[config.mk]
export PLATFORM = sky130hd
export DESIGN_NAME = cacheline_arbiter_flat
export DESIGN_NICKNAME = d
export VERILOG_FILES = /design/src/rtl/mem_arb_types.sv /design/src/rtl/cacheline_itf.sv /design/src/rtl/rr_arbiter2.sv /design/src/rtl/cacheline_arbiter.sv /design/src/flat_wrapper.sv
export SDC_FILE = /design/constraint.sdc
export NUM_CORES = 1
export LEC_CHECK = 0
export BUFFER_PORTS_ARGS = -buffer_cell sky130_fd_sc_hd__buf_4
export CAP_MARGIN = 5
export CELL_PAD_IN_SITES_DETAIL_PLACEMENT = 2
export CELL_PAD_IN_SITES_GLOBAL_PLACEMENT = 2
export CORE_AREA = 3 3 683 685
export CTS_BUF_LIST = sky130_fd_sc_hd__clkbuf_4 sky130_fd_sc_hd__clkbuf_8
export DETAILED_ROUTE_END_ITERATION = 16
export DIE_AREA = 0 0 686 688
export HOLD_SLACK_MARGIN = 0.05
export PLACE_DENSITY = 0.3
export SETUP_SLACK_MARGIN = 0.05
export SYNTH_ARGS = -nofsm -noshare
export SYNTH_HDL_FRONTEND = slang
export SYNTH_SLANG_ARGS = --single-unit
[constraint.sdc]
create_clock -name clk -period 2.3 [get_ports clk]
set_clock_uncertainty 0.05 [all_clocks]
set_input_delay 0 -clock clk [delete_from_list [all_inputs] [get_ports clk]]
set_output_delay 0 -clock clk [all_outputs]
set_load 0.1 [all_outputs]
[src/rtl/mem_arb_types.sv]
// mem_arb_types: shared client and per-client FSM state enums for the cacheline arbiter
package mem_arb_types;
  typedef enum logic {CLIENT_I = 1'b0, CLIENT_D = 1'b1} client_e;
  typedef enum logic {IDLE = 1'b0, WAIT_R = 1'b1} st_e;
endpackage

[src/rtl/cacheline_itf.sv]
// cacheline_itf: request bundle (addr/read/write/wdata/ready) plus read-response bundle (raddr/rdata/rvalid)
interface cacheline_itf #(parameter int ADDR_W = 32, parameter int LINE_W = 256);
  logic [ADDR_W-1:0] addr, raddr;
  logic [LINE_W-1:0] wdata, rdata;
  logic read, write, ready, rvalid;
  modport master(output addr, read, write, wdata, input ready, raddr, rdata, rvalid);
  modport slave(input addr, read, write, wdata, output ready, raddr, rdata, rvalid);
endinterface

[src/rtl/rr_arbiter2.sv]
// rr_arbiter2: two-requester round-robin grant (req[0]=icache, req[1]=dcache); rr_last moves only on accept
module rr_arbiter2
  import mem_arb_types::*;
(
  input  logic       clk,
  input  logic       rst,
  input  logic [1:0] req,
  input  logic       accept,
  output logic [1:0] gnt
);
  client_e rr_last_q, rr_last_d, win;
  always_comb begin
    win = (req == 2'b11) ? (rr_last_q == CLIENT_D ? CLIENT_I : CLIENT_D) : (req[0] ? CLIENT_I : CLIENT_D);
    gnt = (|req) ? (win == CLIENT_I ? 2'b01 : 2'b10) : 2'b00;
    rr_last_d = (accept && |req) ? win : rr_last_q;
  end
  always_ff @(posedge clk or posedge rst)
    if (rst) rr_last_q <= CLIENT_D;
    else rr_last_q <= rr_last_d;
endmodule

[src/rtl/cacheline_arbiter.sv]
// cacheline_arbiter: icache/dcache slaves share one mem master; responses routed by pending address; err flags unmatched rvalid
module cacheline_arbiter
  import mem_arb_types::*;
#(
  parameter int ADDR_W = 32,
  parameter int LINE_W = 256
) (
  input  logic        clk,
  input  logic        rst,
  cacheline_itf.slave icache,
  cacheline_itf.slave dcache,
  cacheline_itf.master mem,
  output logic        err
);
  st_e st_q [2];
  st_e st_d [2];
  logic [ADDR_W-1:0] pend_q [2];
  logic [ADDR_W-1:0] pend_d [2];
  client_e older_q, older_d;
  logic err_q, err_d, rv;
  logic [1:0] req, gnt, match, dlv, acc_rd;
  rr_arbiter2 u_rr (.clk(clk), .rst(rst), .req(req), .accept(mem.ready), .gnt(gnt));
  always_comb begin
    req[0] = !rst && st_q[0] == IDLE && icache.read;
    req[1] = !rst && st_q[1] == IDLE && (dcache.read || dcache.write);
    mem.read = (gnt[0] & icache.read) | (gnt[1] & dcache.read);
    mem.write = gnt[1] & dcache.write;
    mem.addr = gnt[0] ? icache.addr : gnt[1] ? dcache.addr : '0;
    mem.wdata = gnt[1] ? dcache.wdata : '0;
    icache.ready = mem.ready & gnt[0];
    dcache.ready = mem.ready & gnt[1];
    rv = mem.rvalid & !rst;
    match[0] = rv && st_q[0] == WAIT_R && pend_q[0] == mem.raddr;
    match[1] = rv && st_q[1] == WAIT_R && pend_q[1] == mem.raddr;
    dlv[0] = match[0] & (!match[1] | older_q == CLIENT_I);
    dlv[1] = match[1] & (!match[0] | older_q == CLIENT_D);
    icache.rvalid = dlv[0];
    icache.rdata = dlv[0] ? mem.rdata : '0;
    icache.raddr = dlv[0] ? mem.raddr : '0;
    dcache.rvalid = dlv[1];
    dcache.rdata = dlv[1] ? mem.rdata : '0;
    dcache.raddr = dlv[1] ? mem.raddr : '0;
    acc_rd[0] = icache.ready & icache.read;
    acc_rd[1] = dcache.ready & dcache.read;
    for (int c = 0; c < 2; c++) begin
      st_d[c] = acc_rd[c] ? WAIT_R : dlv[c] ? IDLE : st_q[c];
      pend_d[c] = acc_rd[c] ? mem.addr : pend_q[c];
    end
    older_d = acc_rd[0] ? (st_q[1] == WAIT_R ? CLIENT_D : CLIENT_I) :
              acc_rd[1] ? (st_q[0] == WAIT_R ? CLIENT_I : CLIENT_D) : older_q;
    err_d = err_q | (rv & ~|match);
    err = err_q;
  end
  always_ff @(posedge clk or posedge rst)
    if (rst) begin
      for (int c = 0; c < 2; c++) begin
        st_q[c] <= IDLE;
        pend_q[c] <= '0;
      end
      older_q <= CLIENT_I;
      err_q <= 1'b0;
    end else begin
      for (int c = 0; c < 2; c++) begin
        st_q[c] <= st_d[c];
        pend_q[c] <= pend_d[c];
      end
      older_q <= older_d;
      err_q <= err_d;
    end
endmodule

[src/flat_wrapper.sv]
// flat-port wrapper written by rule: the top's interface ports become plain ports
module cacheline_arbiter_flat import mem_arb_types::*;
#(
  parameter int ADDR_W = 32,
  parameter int LINE_W = 256
)
  (clk, rst, err, icache_addr, icache_read, icache_write, icache_wdata, icache_ready, icache_raddr, icache_rdata, icache_rvalid, dcache_addr, dcache_read, dcache_write, dcache_wdata, dcache_ready, dcache_raddr, dcache_rdata, dcache_rvalid, mem_addr, mem_read, mem_write, mem_wdata, mem_ready, mem_raddr, mem_rdata, mem_rvalid);
  cacheline_itf #(.ADDR_W(ADDR_W), .LINE_W(LINE_W)) icache_i ();
  cacheline_itf #(.ADDR_W(ADDR_W), .LINE_W(LINE_W)) dcache_i ();
  cacheline_itf #(.ADDR_W(ADDR_W), .LINE_W(LINE_W)) mem_i ();
  input  logic clk;
  input  logic rst;
  output logic err;
  input wire logic [$bits(icache_i.addr)-1:0] icache_addr;
  input wire logic [$bits(icache_i.read)-1:0] icache_read;
  input wire logic [$bits(icache_i.write)-1:0] icache_write;
  input wire logic [$bits(icache_i.wdata)-1:0] icache_wdata;
  output wire logic [$bits(icache_i.ready)-1:0] icache_ready;
  output wire logic [$bits(icache_i.raddr)-1:0] icache_raddr;
  output wire logic [$bits(icache_i.rdata)-1:0] icache_rdata;
  output wire logic [$bits(icache_i.rvalid)-1:0] icache_rvalid;
  input wire logic [$bits(dcache_i.addr)-1:0] dcache_addr;
  input wire logic [$bits(dcache_i.read)-1:0] dcache_read;
  input wire logic [$bits(dcache_i.write)-1:0] dcache_write;
  input wire logic [$bits(dcache_i.wdata)-1:0] dcache_wdata;
  output wire logic [$bits(dcache_i.ready)-1:0] dcache_ready;
  output wire logic [$bits(dcache_i.raddr)-1:0] dcache_raddr;
  output wire logic [$bits(dcache_i.rdata)-1:0] dcache_rdata;
  output wire logic [$bits(dcache_i.rvalid)-1:0] dcache_rvalid;
  output wire logic [$bits(mem_i.addr)-1:0] mem_addr;
  output wire logic [$bits(mem_i.read)-1:0] mem_read;
  output wire logic [$bits(mem_i.write)-1:0] mem_write;
  output wire logic [$bits(mem_i.wdata)-1:0] mem_wdata;
  input wire logic [$bits(mem_i.ready)-1:0] mem_ready;
  input wire logic [$bits(mem_i.raddr)-1:0] mem_raddr;
  input wire logic [$bits(mem_i.rdata)-1:0] mem_rdata;
  input wire logic [$bits(mem_i.rvalid)-1:0] mem_rvalid;
  assign icache_i.addr = icache_addr;
  assign icache_i.read = icache_read;
  assign icache_i.write = icache_write;
  assign icache_i.wdata = icache_wdata;
  assign icache_ready = icache_i.ready;
  assign icache_raddr = icache_i.raddr;
  assign icache_rdata = icache_i.rdata;
  assign icache_rvalid = icache_i.rvalid;
  assign dcache_i.addr = dcache_addr;
  assign dcache_i.read = dcache_read;
  assign dcache_i.write = dcache_write;
  assign dcache_i.wdata = dcache_wdata;
  assign dcache_ready = dcache_i.ready;
  assign dcache_raddr = dcache_i.raddr;
  assign dcache_rdata = dcache_i.rdata;
  assign dcache_rvalid = dcache_i.rvalid;
  assign mem_addr = mem_i.addr;
  assign mem_read = mem_i.read;
  assign mem_write = mem_i.write;
  assign mem_wdata = mem_i.wdata;
  assign mem_i.ready = mem_ready;
  assign mem_i.raddr = mem_raddr;
  assign mem_i.rdata = mem_rdata;
  assign mem_i.rvalid = mem_rvalid;
  cacheline_arbiter #(.ADDR_W(ADDR_W), .LINE_W(LINE_W)) u_core (.clk(clk), .rst(rst), .icache(icache_i), .dcache(dcache_i), .mem(mem_i), .err(err));
endmodule
==> out/results.ini, run 1 <==
[status]
status=complete, but fails checks
violations=setup timing

[timing]
min_period_ns=3.30
slew_violations=0
hold-worst-slack_ns=0.0596
worstMarginPinSlew_ns=0.578
hold_viol_final=0
setup_slack_ns=-1.00
rsz0062_at_grt=true
slew_headroom_pct=61.5
setup_viol=924
fmax_mhz=303
fin_crit_sh_pct=144

[routing]
ant_nets=0
wl_per_cell_microns=30.1
drtPass1Iterations=4
avgViaCountPerCell=1.87
via_count=17069
post-route-drc-count=0
drt_wl_total_microns=274000
drt-initial-drc-count=480

[setup_path]
cpMostUsedCell=buf_4
required_ns=2.25
cp-start-kind=flip-flop
path_buf_inv=5
cp.depth=11
cpPeakStageDelay_ns=0.41
cp-startpoint=u_core.pend_q[19]$_DFFE_PP0P_
worstSetupEndpointType=output pin
crit_fanout=16
rr_startpoint=u_core.pend_q[19]$_DFFE_PP0P_
cp.arrival_ns=3.25
crit_type=flip-flop to output pin
crit_family=buffers and inverters
cp_cell_sequence=xor2_1 > nor4_1 > buf_4 > nand4_1 > nor4_2 > buf_4 > o311a_4 > buf_16 > clkbuf_16 > and2_4 > buf_4
r2r_cells=14
worst_path_max_delay_cell=dfrtp_1

[floorplan]
std_cell_rows=249
coreArea_sq_um=460000
initial_core_util_pct=2.03
die_w_microns=686
dieArea_sq_um=472000
dieHeight_microns=688
io_pins=1743

[synthesis]
ys_types=32
synth_xor_area_share_pct=6.01
synth-seq-area-share_pct=18.5
synth_nets=2195
synth_compound_area_share_pct=6.93
synth_edf_count=0
synth_top_area_cell=and2_1
synth_commonest_cells=and2_1 (834), clkbuf_1 (72), dfrtp_1 (68)
synthMostInstantiatedCell=and2_1
yosys.area_share.simple_pct=60.6
avgSynthCellArea_sq_um=7.05
syn_area_sq_um=9330
yosys_warnings=0
netlist.area_leader.share_pct=55.9
synth_area_leaders=and2_1 (56%), dfrtp_1 (18%), xnor2_1 (4.1%)
synthAdderAreaFrac_pct=0
synth_top_family_by_area=simple AND/OR/NAND/NOR gates
syn_inst=1323
synth-seq-cells=69
synth_flop_cell=dfrtp_1
async_flop_share_pct=100
muxShareOfSynthArea_pct=0

[min_path]
holdPathStages=4
min_from=dcache_addr[4]
worst_hold_path_type=primary input to flip-flop

[clocking]
h-tree-depth=3
cts_tree=done
cts_buffer_depth=2
clk_pin_slew_ns=0.10
clock_latency_ns=0.40
cts.sink_count=69
clockRootBuffer=clkbuf_8
numCtsBuffers=9

[global_route]
grt_first_pass_wirelength_microns=314000
antenna_found_initial=220
grt.total_usage_pct=11.0
grt_max_degree=62
grt.overflow.total=0
grt_pass1_vias=18565

[cells_and_area]
fin_nets=3794
areaGrowthSynthToFinish_pct=324
drive_gt1_share_pct=87.5
finalInstanceArea_sq_um=39500

[placement]
place.gp.congestion=0.891
dp_hpwl_microns=256000
io_buffers=1485
place_area_sq_um=34500

[power]
vdd_drop_max_uv=213
p_leak_nw=15.9
power_density_nw_per_um2=105

[run]
maxCapViolations=0

metal layers:
layer,global-route usage (%),vias to the layer above,part of all wire (%)
met2,21.4,1253,54
li1,-,7317,-
met3,6.07,424,12
met1,9.69,8019,31
met4,2.79,56,3.7
met5,0,-,0.14
final timing paths:
check                      slack, ns                             to
max                            -1.00              dcache_rdata[193]
max reg2reg                    -0.65     u_core.st_q[1]$_DFFE_PP0P_
min                             0.06   u_core.pend_q[4]$_DFFE_PP0P_
max in group asynchronous       1.22     u_core.st_q[0]$_DFFE_PP0P_
min in group asynchronous       0.38  u_core.pend_q[21]$_DFFE_PP0P_
min reg2reg                     0.46  u_core.pend_q[17]$_DFFE_PP0P_
kinds of logic after synthesis:
family / Yosys count
buffers and inverters: 151
AOI/OAI and AO/OA: 108
xor gates and xnor gates: 64
DFF: 69
and+or+nand+nor: 931
cells in the final DEF (no fill, tap or decap), types with 11 or more instances in the layout:
master | synthesis | layout
inv_1 | 37 | 36
a22oi_1 | 32 | 31
xor2_1 | 20 | 19
buf_8 | 1 | 94
nand4_1 | 11 | 11
dfrtp_1 | 68 | 68
buf_12 | 0 | 554
dlygate4sd3_1 | 0 | 13
diode_2 | 0 | 48
and2_2 | 0 | 492
nand2_1 | 67 | 66
xnor2_1 | 44 | 38
buf_6 | 17 | 41
buf_4 | 4 | 972
and2_4 | 0 | 342
o21ai_0 | 66 | 66
buf_16 | 0 | 17
tightest hold or removal path, stage by stage:
cell     delay (ns)
buf_4          0.08
a22oi_1        0.07
buf_4          0.18
o21ai_0        0.14
area by class of cell:
class                      instances  area (sq um)
antenna                           48           120
clock buffer                      10           131
clock inverter                     6           111
fill                           53974        421000
inverter                          37           139
multi-input combinational       1103          8470
sequential                        69          1730
tap                             6149          7690
timing repair buffer            1702         21100
sequential cells by signal, indices dropped and copies added (netlist names):
signal / flops
u_core.err: 1
u_core.older_q: 1
u_core.pend_q: 64
u_core.st_q: 2
u_core.u_rr.rr_last_q: 1
where the power goes:
group	leakage (nW)	internal (mW)	switching, mW
clock network	0.120	0.734	0.604
logic	14.8	0.817	0.748
registers	0.939	1.23	0.0164
repair_timing:
action	CTS	global route
resized for setup	446	563
hold endpoints to repair	27	0
setup endpoints to repair	938	938
gates cloned	13	14
pin swaps	28	54
setup buffers	15	4
hold buffers	13	0
metrics by stage:
step	utilization, %	worst slack (ns)	instances	total power, mW	setup TNS, ns
floorplan	-	0.0516	1323	1.37	0
global placement	7.50	-0.975	9003	2.88	-513.88
detailed placement	7.50	-0.945	9003	2.88	-493.42
CTS	8.07	-1.13	9060	4.30	-730.43
global route	8.57	-1.13	9085	4.38	-768.85
finish	8.59	-1.00	9124	4.15	-619.08
(Power assumes the default switching activity.)
==> run 2: changes to the inputs <==
--- a/constraint.sdc
+++ b/constraint.sdc
@@ -4,2 +4,2 @@
 set_output_delay 0 -clock clk [all_outputs]
-set_load 0.1 [all_outputs]
+set_load 0.02 [all_outputs]
==> out/results.ini, run 2 (synthesis gave the netlist of run 1 again) <==
[placement]
place_area_sq_um=29200  ; -15%
place.gp.congestion=0.971  ; +8.9%
io_buffers=1485  ; unchanged
dp_hpwl_microns=271000  ; +6.0%

[setup_path]
worstSetupEndpointType=output pin
worst_path_max_delay_cell=dfrtp_2
crit_type=flip-flop to output pin
cp_cell_sequence=xor2_4 > nor4_4 > buf_4 > nand4_1 > buf_4 > nor4_4 > buf_4 > a311oi_4 > buf_12 > buf_16 > buf_16 > and2_1 > buf_4
path_buf_inv=7  ; +2
cpPeakStageDelay_ns=0.46  ; +0.05 ns
cp-start-kind=flip-flop
required_ns=2.25  ; about the same
cpMostUsedCell=buf_4
crit_fanout=11  ; -5
crit_family=buffers and inverters
cp.arrival_ns=3.30  ; +0.05 ns

[timing]
rsz0062_at_grt=true
slew_violations=0  ; unchanged
hold_viol_final=0  ; unchanged
setup_viol=906  ; -1.9%
worstMarginPinSlew_ns=1.11  ; +0.536 ns
min_period_ns=3.35  ; +0.0529 ns
fin_crit_sh_pct=146  ; +2.3 points
setup_slack_ns=-1.05  ; -0.0529 ns
finalSetupTns_ns=-678.20  ; -59.12 ns
fmax_mhz=298  ; -1.6%
slew_headroom_pct=25.7  ; -36 points

[cells_and_area]
nFillCells=54762  ; +1.5%
layout_commonest_cell=buf_4
finalInstanceArea_sq_um=31800  ; -20%
layout_common_cells=buf_4 (1518), and2_1 (761), buf_6 (84)
largest_registers=u_core.pend_q (64), u_core.st_q (2)
largest-register=u_core.pend_q
areaGrowthSynthToFinish_pct=241
fin_nets=3823  ; +0.76%
drive_gt1_share_pct=61.2  ; -26 points
largest_reg_flops=64  ; unchanged
postLayoutCoreUtil_pct=6.91  ; -1.7 points

[floorplan]
initial_core_util_pct=2.03  ; unchanged
dieArea_sq_um=472000  ; unchanged
die_w_microns=686  ; unchanged
std_cell_rows=249  ; unchanged
coreArea_sq_um=460000  ; unchanged
io_pins=1743  ; unchanged
dieHeight_microns=688  ; unchanged

[routing]
wl_met2_microns=160000  ; +8.6%
wl_met1_microns=90700  ; +7.1%
drt-initial-drc-count=650  ; +35%
wl_met3_microns=32900  ; +1.9%
wl_per_cell_microns=32.0  ; +6.4%
ant_nets=0  ; unchanged
post-route-drc-count=0  ; unchanged
drtPass1Iterations=4  ; unchanged
avgViaCountPerCell=1.93  ; +3.0%
top_layer_used=met5
drt_wl_total_microns=293000  ; +6.8%
via_count=17648  ; +3.4%

[power]
p_comb_share_pct=41.4  ; +3.7 points
p_sw_share_pct=36.2  ; +3.3 points
power_density_nw_per_um2=128  ; +22%
power.switching_mw=1.48  ; +8.0%
vdd_drop_max_uv=235  ; +10%
clkPwrFrac_pct=28.0  ; -4.2 points
pwr-share-seq_pct=30.6  ; +0.5 points
p_leak_nw=13.8  ; -13%
p_int_mw=2.60  ; -6.6%

[clocking]
cts_tree=done
clock_latency_ns=0.40  ; about the same
clockRootBuffer=clkbuf_8
numCtsBuffers=9  ; unchanged
h-tree-depth=3  ; unchanged
cts.sink_count=69  ; unchanged
cts_buffer_depth=2  ; unchanged
clk_pin_slew_ns=0.10  ; about the same

[global_route]
antenna_found_initial=306  ; +39%
grt.overflow.total=0  ; unchanged
grt_first_pass_wirelength_microns=331000  ; +5.3%
grt_max_degree=69  ; +11%
grt.total_usage_pct=11.7  ; +0.65 points
grt_pass1_vias=18233  ; -1.8%

[min_path]
worst_hold_path_type=primary input to flip-flop

[run]
maxCapViolations=0  ; unchanged

[status]
violations=setup timing
status=complete, but fails checks

[run 2: cell count changes in the layout (fill, tap and decap cells not counted), sizes merged]
cell,delta
buf,-2
bufbuf,-2
bufinv,-2
clkbuf,+5
clkinvlp,+1
diode,+5
dlygate4sd3,+27
inv,+2
[run 2: layout make-up]
class / instances / area (sq um) / area share [%]
timing repair buffer: 1731 / 14700 / 46.1
tap: 6149 / 7690 / 24.2
multi-input combinational: 1103 / 7240 / 22.8
sequential: 69 / 1730 / 5.44
inverter: 37 / 140 / 0.441
antenna: 53 / 133 / 0.417
clock buffer: 9 / 124 / 0.389
clock inverter: 7 / 80.1 / 0.252
[run 2: path summary, 6_finish.rpt]
kind	depth (start not counted)	to	from	slack [ns]
max in group asynchronous	5	u_core.pend_q[36]$_DFFE_PP0P_	rst	1.07
max	13	icache_rdata[87]	u_core.pend_q[7]$_DFFE_PP0P_	-1.05
min in group asynchronous	4	u_core.pend_q[39]$_DFFE_PP0P_	rst	0.46
max reg2reg	13	u_core.st_q[1]$_DFFE_PP0P_	u_core.pend_q[7]$_DFFE_PP0P_	-0.56
min	4	u_core.pend_q[4]$_DFFE_PP0P_	icache_addr[4]	0.07
min reg2reg	2	u_core.pend_q[12]$_DFFE_PP0P_	u_core.pend_q[12]$_DFFE_PP0P_	0.46
[run 2: power groups by stage]
stage | Clock, mW | Combinational [mW] | Sequential, mW
after floorplan | 0 | 0.108 | 1.27
after global placement | 0 | 1.67 | 1.27
after detailed placement | 0 | 1.68 | 1.27
after CTS | 1.22 | 1.77 | 1.25
after global routing | 1.26 | 1.82 | 1.25
final | 1.14 | 1.69 | 1.25
[run 2: through the flow]
| stage | setup WS (ns) | cells | hold slack, ns | power (mW) |
|---|---|---|---|---|
| final | -1.05 | 9158 | 0.0703 | 4.08 |
| after global routing | -1.18 | 9128 | 0.0769 | 4.33 |
| after CTS | -1.13 | 9071 | 0.0532 | 4.24 |
| after detailed placement | -1.11 | 8999 | 0.264 | 2.95 |
| after global placement | -1.14 | 8999 | 0.260 | 2.94 |
| after floorplan | 0.189 | 1323 | 0.0200 | 1.37 |
[run 2: routing by layer]
layer | up-vias | track usage, %
met1 | 8354 | 10.4
li1 | 7389 | -
met3 | 473 | 5.86
met5 | - | 0
met2 | 1386 | 23.2
met4 | 46 | 2.47
[run 2: what timing repair did]
item / CTS / global route
gates cloned: 8 / 17
hold buffers: 40 / 0
setup endpoints to repair: 929 / 938
pin swaps: 9 / 29
resized for setup: 102 / 167
setup buffers: 8 / 17
endpoints found under the hold margin: 70 / 0
[run 2: worst min-delay path: stages]
cell and delay [ns]:
buf_4 0.09, a22oi_1 0.06, buf_4 0.17, o21ai_0 0.14
==> run 3: changes to the inputs <==
- ABC_AREA: unset -> 1
- CORE_AREA: 3 3 683 685 -> 3 3 675 677
- DIE_AREA: 0 0 686 688 -> 0 0 678 680
==> out/results.ini, run 3 <==
[status]
status=complete, but fails checks
violations=setup timing

[power]
p_leak_nw=17.2  ; +24%
p_sw_share_pct=51.2  ; +15 points
power.switching_mw=5.54  ; +270%
p_comb_share_pct=72.2  ; +31 points
clkPwrFrac_pct=10.0  ; -18 points
vdd_drop_max_uv=197  ; -16%
p_int_mw=5.28  ; +100%
p_total_mw=10.8  ; +170%
pwr-share-seq_pct=17.8  ; -13 points
power_density_nw_per_um2=313  ; +140%

[synthesis]
syn_inst=2106  ; +59%
muxShareOfSynthArea_pct=0  ; unchanged
yosys.area_share.simple_pct=49.1  ; -11 points
synth_compound_area_share_pct=5.10  ; -1.8 points
syn_area_sq_um=10900  ; +17%
synth_top_area_cell=nor2_1
synth_top_family_by_area=simple AND/OR/NAND/NOR gates
async_flop_share_pct=100  ; unchanged
synth_commonest_cells=nor2_1 (793), inv_1 (592), nand2_1 (285)
synth_xor_area_share_pct=2.49  ; -3.5 points
synth-seq-area-share_pct=15.9  ; -2.7 points
avgSynthCellArea_sq_um=5.17  ; -27%
netlist.area_leader.share_pct=27.3  ; -29 points
synth_edf_count=0  ; unchanged
synthMostInstantiatedCell=nor2_1
synthAdderAreaFrac_pct=0  ; unchanged
yosys_warnings=0  ; unchanged
synth-seq-cells=69  ; unchanged
synth_flop_cell=dfrtp_1
synth_area_leaders=nor2_1 (27%), inv_1 (20%), dfrtp_1 (16%)
ys_types=34  ; +6.3%
synth_nets=2978  ; +36%

[cells_and_area]
largest-register=u_core.pend_q
drive_gt1_share_pct=54.1  ; -7.1 points
fin_nets=4718  ; +23%
largest_reg_flops=64  ; unchanged
largest_registers=u_core.pend_q (64), u_core.st_q (2)
nFillCells=53891  ; -1.6%
layout_commonest_cell=buf_4
layout_common_cells=buf_4 (1575), nor2_1 (686), inv_1 (586)
postLayoutCoreUtil_pct=7.69  ; +0.78 points
areaGrowthSynthToFinish_pct=217

[floorplan]
dieArea_sq_um=461000  ; -2.3%
io_pins=1743  ; unchanged
dieHeight_microns=680  ; -1.2%
die_w_microns=678  ; -1.2%
coreArea_sq_um=449000  ; -2.3%
initial_core_util_pct=2.42  ; +0.40 points
std_cell_rows=246  ; -1.2%

[timing]
fmax_mhz=359  ; +20%
rsz0062_at_grt=true
fin_crit_sh_pct=121  ; -25 points
slew_violations=0  ; unchanged
setup_slack_ns=-0.485  ; +0.569 ns
hold_viol_final=0  ; unchanged
min_period_ns=2.79  ; -0.569 ns
hold-worst-slack_ns=0.0748  ; +0.00446 ns
slew_headroom_pct=43.1  ; +17 points
worstMarginPinSlew_ns=0.854  ; -0.260 ns
setup_viol=761  ; -16%

[clocking]
clockRootBuffer=clkbuf_8
numCtsBuffers=9  ; unchanged
clk_pin_slew_ns=0.09  ; about the same
cts_buffer_depth=2  ; unchanged
h-tree-depth=3  ; unchanged
cts_tree=done
cts.sink_count=69  ; unchanged
clock_latency_ns=0.43  ; +0.03 ns

[global_route]
grt.overflow.total=0  ; unchanged
grt.total_usage_pct=10.3  ; -1.3 points
grt_first_pass_wirelength_microns=300000  ; -9.4%
grt_max_degree=78  ; +13%
antenna_found_initial=207  ; -32%
grt_pass1_vias=22533  ; +24%

[routing]
drtPass1Iterations=4  ; unchanged
via_count=20623  ; +17%
ant_nets=0  ; unchanged
post-route-drc-count=0  ; unchanged
avgViaCountPerCell=2.10  ; +8.7%
wl_per_cell_microns=25.5  ; -20%
drt_wl_total_microns=251000  ; -14%
drt-initial-drc-count=574  ; -12%

[run]
maxCapViolations=0  ; unchanged

[setup_path]
cp.arrival_ns=2.74  ; -0.56 ns
cp-start-kind=flip-flop
timing.rr.end=u_core.pend_q[46]$_DFFE_PP0P_
worstSetupEndpointType=output pin
required_ns=2.25  ; about the same
crit_fanout=13  ; +2
r2r_slack_ns=0.09  ; +0.65 ns
r2r_cells=12  ; -1
crit_type=flip-flop to output pin
rr_startpoint=u_core.st_q[1]$_DFFE_PP0P_

[min_path]
min_to=u_core.pend_q[28]$_DFFE_PP0P_
worst_hold_path_type=primary input to flip-flop
min_from=dcache_addr[28]
holdPathStages=4  ; unchanged

[placement]
place.gp.congestion=0.901  ; -7.2%
dp_hpwl_microns=234000  ; -14%
io_buffers=1485  ; unchanged

## run 3: cell types whose count changed after synthesis, sizes merged, moves of 7 or more
cell / before / now
and2: 834 / 2
nand4: 11 / 4
a22o: 0 / 32
inv: 37 / 600
xor2: 20 / 7
a22oi: 32 / 0
nand2: 67 / 287
clkbuf: 82 / 37
buf: 32 / 73
o21ai: 66 / 48
nor2: 3 / 893
nor4: 8 / 0
xnor2: 44 / 24
nand3: 4 / 12
## run 3: critical path, stage by stage, from the launching register on
cell       delay, ns
dfrtp_1         0.41
xor2_1          0.20
nor2_1          0.12
nand2_1         0.10
nor2_1          0.14
nand3_1         0.11
nor2_2          0.18
buf_6           0.14
nand2_8         0.09
buf_12          0.17
buf_16          0.15
clkbuf_16       0.19
nor2_1          0.11
buf_4           0.16
## run 3: layout make-up
type / count / area (sq um) / area share [%]
inverters: 602 / 2260 / 6.55
multi-input cells: 1325 / 6990 / 20.2
flip-flops and latches: 69 / 1730 / 5.00
clock inverters: 4 / 22.5 / 0.0652
repair buffers: 1839 / 15900 / 45.9
clock buffers: 12 / 159 / 0.460
well taps: 5952 / 7450 / 21.5
diodes: 38 / 95.1 / 0.275
## run 3: metrics by stage
step / setup WS [ns] / std cells / setup TNS [ns] / area [sq um]
CTS: -0.552 / 9782 / -310.41 / 33300
detailed placement: -0.517 / 9690 / -54.97 / 31500
global placement: -0.501 / 9690 / -46.77 / 31500
floorplan: 0.330 / 2106 / 0 / 10900
global route: -0.642 / 9813 / -396.22 / 34500
finish: -0.485 / 9841 / -224.71 / 34600
## run 3: cells by family after synthesis
kind of cell    after synthesis
simple gates               1208
flops                        69
compound gates               86
buf+inv                     712
xor+xnor                     31
## run 3: worst max-delay path by stage
stage / cells after the start / endpoint / from
after floorplan: 12 / dcache_rdata[100] / rst
after global placement: 13 / dcache_rdata[255] / u_core.pend_q[26]$_DFFE_PP0P_
after detailed placement: 12 / dcache_rdata[255] / u_core.pend_q[24]$_DFFE_PP0P_
after CTS: 14 / icache_rdata[136] / u_core.pend_q[59]$_DFFE_PP0P_
after global routing: 14 / icache_rdata[78] / u_core.pend_q[59]$_DFFE_PP0P_
final: 13 / icache_rdata[122] / u_core.pend_q[48]$_DFFE_PP0P_
## run 3: metal layers
| layer | share of wire, % | GRT usage, % | up-vias |
|---|---|---|---|
| met2 | 55 | 20.8 | 1158 |
| met3 | 9.6 | 4.70 | 359 |
| met4 | 2.7 | 1.79 | 44 |
| met1 | 32 | 9.42 | 9720 |
| li1 | - | - | 9342 |
| met5 | 0.11 | 0 | - |
## run 3: timing repair
| action | 4_1_cts | 5_1_grt |
|---|---|---|
| endpoints found under the setup margin | 871 | 915 |
| pin swaps | 11 | 7 |
| gates cloned | 8 | 10 |
| buffers inserted | 25 | 11 |
| hold buffers | 43 | 0 |
| endpoints found under the hold margin | 59 | 0 |
| resized for setup | 191 | 213 |
## run 3: power by group through the flow
stage	combinational [mW]	clock, mW	sequential, mW
floorplan	2.54	0	1.87
global placement	7.88	0	1.91
detailed placement	7.88	0	1.94
CTS	8.16	1.18	1.92
global route	8.61	1.21	1.99
finish	7.81	1.08	1.93
